**src/rtl/logic_accum.sv**
```systemverilog
// Packet-wide bitwise reduction (OR/AND/XOR/NOR) over a valid/ready beat stream.
// Optional beat counter and out_count port are enabled by defining LOGIC_ACCUM_COUNT_EN.
module logic_accum #(
  parameter int WIDTH   = 8,
  parameter int COUNT_W = 8
) (
  input  logic             clk,
  input  logic             reset,
  input  logic [1:0]       op,
  input  logic             in_valid,
  output logic             in_ready,
  input  logic [WIDTH-1:0] in_data,
  input  logic             in_last,
  output logic             out_valid,
  input  logic             out_ready,
  output logic [WIDTH-1:0] out_data
`ifdef LOGIC_ACCUM_COUNT_EN
  ,
  output logic [COUNT_W-1:0] out_count
`endif
);

  typedef enum logic [1:0] {IDLE, ACCUM, DONE} state_e;
  typedef enum logic [1:0] {OP_OR, OP_AND, OP_XOR, OP_NOR} op_e;

  if (WIDTH < 1 || WIDTH > 64 || COUNT_W < 1 || COUNT_W > 16) begin : g_param_check
    $error("logic_accum: WIDTH must be 1..64 and COUNT_W 1..16");
  end

  state_e           state;
  op_e              op_q;
  logic [WIDTH-1:0] acc;
  logic             accept;

  assign accept   = in_valid && in_ready;
  assign out_data = acc;

  // in_ready and out_valid are flops written alongside state, so out_ready
  // only ever reaches outputs through a clock edge.
  // NOTE: all state uses non-blocking assignments so every flop samples the
  // pre-edge values; blocking here would create ordering-dependent behaviour.
  always_ff @(posedge clk) begin
    if (reset) begin
      state     <= IDLE;
      op_q      <= OP_OR;
      acc       <= '0;
      in_ready  <= 1'b1;
      out_valid <= 1'b0;
    end else begin
      unique case (state)
        IDLE: if (accept) begin
          op_q <= op_e'(op);
          acc  <= (op_e'(op) == OP_NOR) ? ~in_data : in_data;
          if (in_last) begin
            state     <= DONE;
            in_ready  <= 1'b0;
            out_valid <= 1'b1;
          end else begin
            state <= ACCUM;
          end
        end
        ACCUM: if (accept) begin
          unique case (op_q)
            OP_OR:  acc <= acc | in_data;
            OP_AND: acc <= acc & in_data;
            OP_XOR: acc <= acc ^ in_data;
            OP_NOR: acc <= acc & ~in_data;
          endcase
          if (in_last) begin
            state     <= DONE;
            in_ready  <= 1'b0;
            out_valid <= 1'b1;
          end
        end
        DONE: if (out_ready) begin
          state     <= IDLE;
          in_ready  <= 1'b1;
          out_valid <= 1'b0;
        end
        default: begin
          state     <= IDLE;
          in_ready  <= 1'b1;
          out_valid <= 1'b0;
        end
      endcase
    end
  end

`ifdef LOGIC_ACCUM_COUNT_EN
  logic [COUNT_W-1:0] count;

  always_ff @(posedge clk) begin
    if (reset) begin
      count <= '0;
    end else if (accept) begin
      if (state == IDLE)
        count <= COUNT_W'(1);
      else if (count != '1)
        count <= count + COUNT_W'(1);
    end
  end

  assign out_count = out_valid ? count : '0;
`endif

endmodule

```
**config.mk**
```make
export PLATFORM = sky130hd
export DESIGN_NAME = logic_accum
export DESIGN_NICKNAME = d
export VERILOG_FILES = /design/src/rtl/logic_accum.sv
export SDC_FILE = /design/constraint.sdc
export NUM_CORES = 1
export LEC_CHECK = 0
export CAP_MARGIN = 20
export CORE_MARGIN = 2
export CORE_UTILIZATION = 50
export CTS_BUF_LIST = sky130_fd_sc_hd__clkbuf_8 sky130_fd_sc_hd__clkbuf_16
export DETAILED_ROUTE_END_ITERATION = 8
export GPL_TIMING_DRIVEN = 0
export PLACE_DENSITY = 0.79
export SLEW_MARGIN = 15
export SYNTH_ARGS = -nofsm -noshare
export SYNTH_HDL_FRONTEND = slang
export SYNTH_SLANG_ARGS = --single-unit
```
**constraint.sdc**
```tcl
create_clock -name clk -period 1.8 [get_ports clk]
set_clock_uncertainty 0.15 [all_clocks]
set_input_delay 0.18 -clock clk [delete_from_list [all_inputs] [get_ports clk]]
set_output_delay 0.18 -clock clk [all_outputs]
set_load 0.005 [all_outputs]
```
==> results.md, run 1 <==
* Core area at 2210 sq um
* Std cell rows at 17
* Hold Crit Class: register to register
* Crit path arrival time at 1.69 ns
* Synth cell types at 28
* Peak fanout along the critical path at 4
* Hold slack at 0.330 ns
* Share of layout cells above drive strength 1 at 8.43%
* YS warnings at 0
* Hold violation count in the final report at 0
* HPWL after DPL at 2100 um
* First-pass detailed-route iteration total at 4
* Tot GR Track Use at 26.4%
* Dominant synthesized flop cell: dfxtp_1
* Clk Latency, worst-skew pair at 0.25 ns
* Largest family of logic cells by synthesized area: compound AO/OA/AOI/OAI gates
* Max_slew headroom at 66.4%
* Largest net degree at the start of global routing at 11
* Placement Cell Area at 1450 sq um
* RSZ-0062 raised after global routing: false
* FFs w/ async S/R, synth at 0%
* Fmax at 593 MHz
* Routed wire length at 3090 um
* Final setup fails at 0
* Port Buf Inserts at 24
* Drt first-iter violations at 21
* Syn Nets at 162
* Total number of vias at 1125
* Clock transition at path regs at 0.06 ns
* Hold buffers post-CTS at 0
* First-pass GRT wire length at 5350 um
* CTS tree: done
* Die width at 52.5 um
* Hold wc startpoint: out_valid
* Worst setup SP type: primary input
* Period utilisation layout at 93.7%
* Initial antenna violation count at 0
* Total Power at 0.997 mW
* Vias in the first global route at 1158
* Slew Limit Fails at 0
* Worst-margin pin slew at 0.504 ns
* Setup Crit Path Kind: primary input to register
* DR DRC count at 0
* Synth top area share at 23.9%
* Complex-gate fraction of the synthesized area at 27.1%
* Adder-Cell Fraction of Synth Area at 8.52%
* Vias/cell at 5.80
* Clk buf depth at 2
* Mux cell area share after synthesis at 1.70%
* PD cells at 665 nW/um^2
* Fill count at 195
* Synth cell count leaders: inv_1 (16), nor2b_1 (16), dfxtp_1 (14)
* Area leader, netlist: dfxtp_1
* Starting Density at 53.1%
* Maxcap violations at 0
* # diodes at 0
* WL per Instance at 15.9 um
* R2R Path Start: out_data[5]
* Post-Synthesis Cell Area at 1170 sq um
* Die H at 52.5 um
* IO Pins at 25
* Top cells by area, synth: dfxtp_1 (24%), ha_1 (8.5%), nor2b_1 (8.5%), o32a_1 (6.8%), and3b_1 (6.0%)
* Crit path required time at 1.81 ns
* R2R depth at 5
* Crit path time final at 1.69 ns
* Synthesized area per cell at 8.45 sq um
* H-tree depth at 1
* Gp weighted congestion at 0.760
* Seq/Total Area, Yosys at 23.9%
* Layout Nets at 191
* Post-route ant nets at 0
* Clock Sinks at 14
* Die area at 2750 sq um
* Max rail drop VDD at 0.000584 V
* WHS Path Cells at 2
* Cell chosen for the clock root: clkbuf_8
* Post-synth EDFFs at 0
* Fin area at 1500 sq um
* Area delta synth->final at 27.5%
* Status: finished, final reports clean
* Global route total overflow at 0
* CP startpoint: in_data[1]
* #FFs+latches synth at 14
* Synth Instances at 139
* Simple-gate area share of the yosys netlist at 22.7%
* Setup TNS at 0 ns
* CP Capture Type: register
* Leakage power at 0.621 nW
* Xor and xnor area share after synthesis at 5.96%
* CTS Buf Count at 3
-- stage by stage --
step,util [%],setup WS [ns],instances
2_1_floorplan,-,0.238,139
3_3_place_gp,65.6,-0.173,191
3_5_place_dp,65.6,-0.200,191
4_1_cts,67.4,0.0440,194
5_1_grt,67.7,0.0581,194
6_report,67.7,0.113,194
-- path summary, 6_finish.rpt --
| check | end | slack, ns |
|---|---|---|
| worst max-delay path | out_data[1] | 0.11 |
| worst min-delay path | out_valid | 0.33 |
| worst max register to register | out_data[5] | 0.19 |
| worst min register to register | out_valid | 0.33 |
-- state kept, by name (all words and copies together) (netlist names) --
signal and cells:
state 2, op_q 2, in_ready 1, out_data 8, out_valid 1
-- power by group --
part	switching [mW]	internal [mW]	total, mW
clock network	0.116	0.148	0.264
logic	0.161	0.199	0.360
registers	0.0316	0.341	0.373
-- layer usage --
metal / global-route usage, % / routed length [um]
met5: 0 / 0
met1: 32.3 / 1350
met2: 47.1 / 1560
met3: 4.00 / 144
met4: 7.69 / 34
-- layout make-up --
class                   instances  area, sq um  area share, %
multi-input cells              99          774           51.7
repair buffers                 24          243           16.2
clock buffers                   3         41.3           2.76
well taps                      28         35.0           2.34
inverters                      16         60.1           4.01
plain buffers                  10         63.8           4.26
flip-flops and latches         14          280           18.7
-- critical path, cell delays in order --
cell and delay (ns):
clkdlybuf4s50_1 0.53, inv_1 0.06, ha_1 0.28, nor2b_1 0.05, o32a_1 0.34, a211oi_1 0.25
-- repair_timing --
action / 4_1_cts / 5_1_grt
buffers inserted: 0 / 0
setup endpoints to repair: 0 / 6
gates resized for setup: 0 / 7
-- cell usage in the layout, fill, tap and decap left out, types with 2 or more instances in the layout --
| cell | instances |
|---|---|
| a211oi_1 | 7 |
| a21boi_0 | 7 |
| a21oi_1 | 4 |
| and3b_1 | 8 |
| buf_2 | 3 |
| buf_6 | 2 |
| clkbuf_2 | 3 |
| clkbuf_8 | 3 |
| clkdlybuf4s50_1 | 23 |
| dfxtp_1 | 14 |
| ha_1 | 8 |
| inv_1 | 16 |
| mux2i_1 | 2 |
| nand2_1 | 10 |
| nor2_1 | 4 |
| nor2b_1 | 16 |
| o32a_1 | 8 |
| o32ai_1 | 7 |
| xnor2_1 | 8 |
-- cell families (layout without fill, tap and decap cells) --
kind of cell | count (synthesis) | in the layout
and+or+nand+nor | 44 | 44
AOI/OAI and AO/OA | 37 | 37
buffers and inverters | 26 | 53
DFF | 14 | 14
adders and majority gates | 8 | 8
xor gates and xnor gates | 8 | 8
muxes | 2 | 2
No activity file was read; power rests on OpenSTA's default activity.
==> run 2, diff against run 1 <==
CORE_UTILIZATION = 45   (was 50)
PLACE_DENSITY = 0.75   (was 0.79)
clock period = 1.41 ns   (was 1.8 ns; I/O delays follow)
==> results.md, run 2 (synthesis results as in run 1) <==
* Status: finished, violations left
* Failing checks: negative setup slack
* Logic pwr share at 38.0%
* HPWL after DPL at 2130 um
* Leakage power at 0.819 nW
* Slew Limit Fails at 0
* Placement Cell Area at 1460 sq um
* Multi-input logic area at 900 sq um
* Worst setup SP type: register
* Place WS at -0.661 ns
* Core area at 2480 sq um
* Switch share at 30.4%
* Drt first-iter violations at 13
* Final setup fails at 7
* Register share of total power at 34.2%
* Clock Sinks at 14
* Clk Latency, worst-skew pair at 0.24 ns
* Largest register FFs at 8
* Std cell rows at 18
* Crit path required time at 1.41 ns
* Die area at 3040 sq um
* CTS tree: done
* Hold violation count in the final report at 0
* Clk buf depth at 2
* Starting Density at 47.4%
* Finished Layout Cells at 203
* Total number of vias at 1160
* Commonest non-fill, non-tap cell in the layout: nor2b_1
* IO Pins at 25
* Clock share of power at 27.8%
* Max rail drop VDD at 0.000948 V
* Period utilisation layout at 108%
* First-pass GRT wire length at 4730 um
* Fin area at 1720 sq um
* Setup ws final at -0.112 ns
* Port Buf Inserts at 24
* Layout Nets at 197
* Vias/cell at 5.71
* Share of layout cells above drive strength 1 at 30.1%
* Cell chosen for the clock root: clkbuf_8
* Total Power at 1.41 mW
* Post-route ant nets at 0
* Die width at 55.1 um
* # placed instances at 193
* H-tree depth at 1
* CP Capture Type: register
* Initial antenna violation count at 0
* # diodes at 0
* Crit path arrival time at 1.52 ns
* Tot GR Track Use at 21.8%
* DR DRC count at 0
* Peak fanout along the critical path at 2
* Power Internal at 0.984 mW
* First-pass detailed-route iteration total at 4
* Hold Crit Class: primary input to register
* Global route total overflow at 0
* CTS Buf Count at 3
* Routed wire length at 3250 um
* Area delta synth->final at 46.1%
* PD cells at 823 nW/um^2
* FF+latch area at 299 sq um
* Clock transition at path regs at 0.06 ns
* Fmax at 657 MHz
* Vias in the first global route at 1095
* Gp weighted congestion at 0.714
* WL per Instance at 16.0 um
* RSZ-0062 raised after global routing: true
* Die H at 55.1 um
* Worst-margin pin slew at 0.591 ns
* Crit path time final at 1.52 ns
* Largest net degree at the start of global routing at 11
* Hold slack at 0.246 ns
* Maxcap violations at 0
* Max_slew headroom at 60.6%
* Fill count at 205
* Setup Crit Path Kind: register to register
* NetSw at 0.430 mW
* Most frequent cells in the layout: nor2b_1 (14), dlygate4sd2_1 (13), inv_1 (11)
run 2: cell types whose count changed in the layout (fill, tap and decap cells not counted), moves of 7 or more:
| cell | before | now |
|---|---|---|
| clkdlybuf4s50_1 | 23 | 3 |
| buf_4 | 1 | 10 |
| dfxtp_2 | 0 | 9 |
| dlymetal6s2s_1 | 1 | 8 |
| dlygate4sd2_1 | 0 | 13 |
| dfxtp_1 | 14 | 3 |
run 2: path summary, 6_finish.rpt:
check | start | endpoint | slack [ns] | cells after the start
worst min-delay path | in_valid | state[0] | 0.25 | 3
worst max-delay path | out_data[5] | out_data[5] | -0.11 | 5
worst min register to register | state[1] | state[0] | 0.29 | 1
worst max register to register | out_data[5] | out_data[5] | -0.11 | 5
run 2: metrics by stage:
stage                     util [%]  TNS (ns)
after global placement        59.0     -4.73
after global routing          69.3    -0.871
after detailed placement      59.0     -5.74
final                         69.3    -0.368
after CTS                     62.8    -0.542
after floorplan                  -    -0.107
run 2: critical path, cell delays in order, from the launching register on:
cell and delay, ns:
dfxtp_2 0.33, inv_2 0.05, ha_4 0.14, nor2b_1 0.12, o32a_1 0.36, a2111oi_4 0.27
run 2: layer usage:
metal	GRT usage, %	vias to the layer above	routed length [um]
met3	4.03	0	95
met2	40.5	25	1750
met4	3.66	0	0
met5	0	-	0
met1	26.4	568	1410
li1	-	567	-
run 2: layout make-up:
cell class / instances / area share [%]
buffer: 9 / 4.01
clock buffer: 4 / 3.21
inverter: 16 / 3.50
multi-input combinational: 99 / 52.4
sequential: 14 / 17.4
tap: 30 / 2.19
timing repair buffer: 31 / 17.3
run 2: power groups by stage:
stage | clock, mW | sequential [mW] | combinational [mW]
3_5_place_dp | 0 | 0.488 | 0.458
6_report | 0.392 | 0.483 | 0.538
5_1_grt | 0.415 | 0.488 | 0.589
3_3_place_gp | 0 | 0.485 | 0.436
4_1_cts | 0.403 | 0.478 | 0.468
2_1_floorplan | 0 | 0.484 | 0.280
run 2: repair_timing:
action | 4_1_cts | 5_1_grt
pin swaps | 1 | 7
setup endpoints to repair | 10 | 14
buffers inserted | 3 | 4
gates resized for setup | 26 | 35
hold buffers | 0 | 0
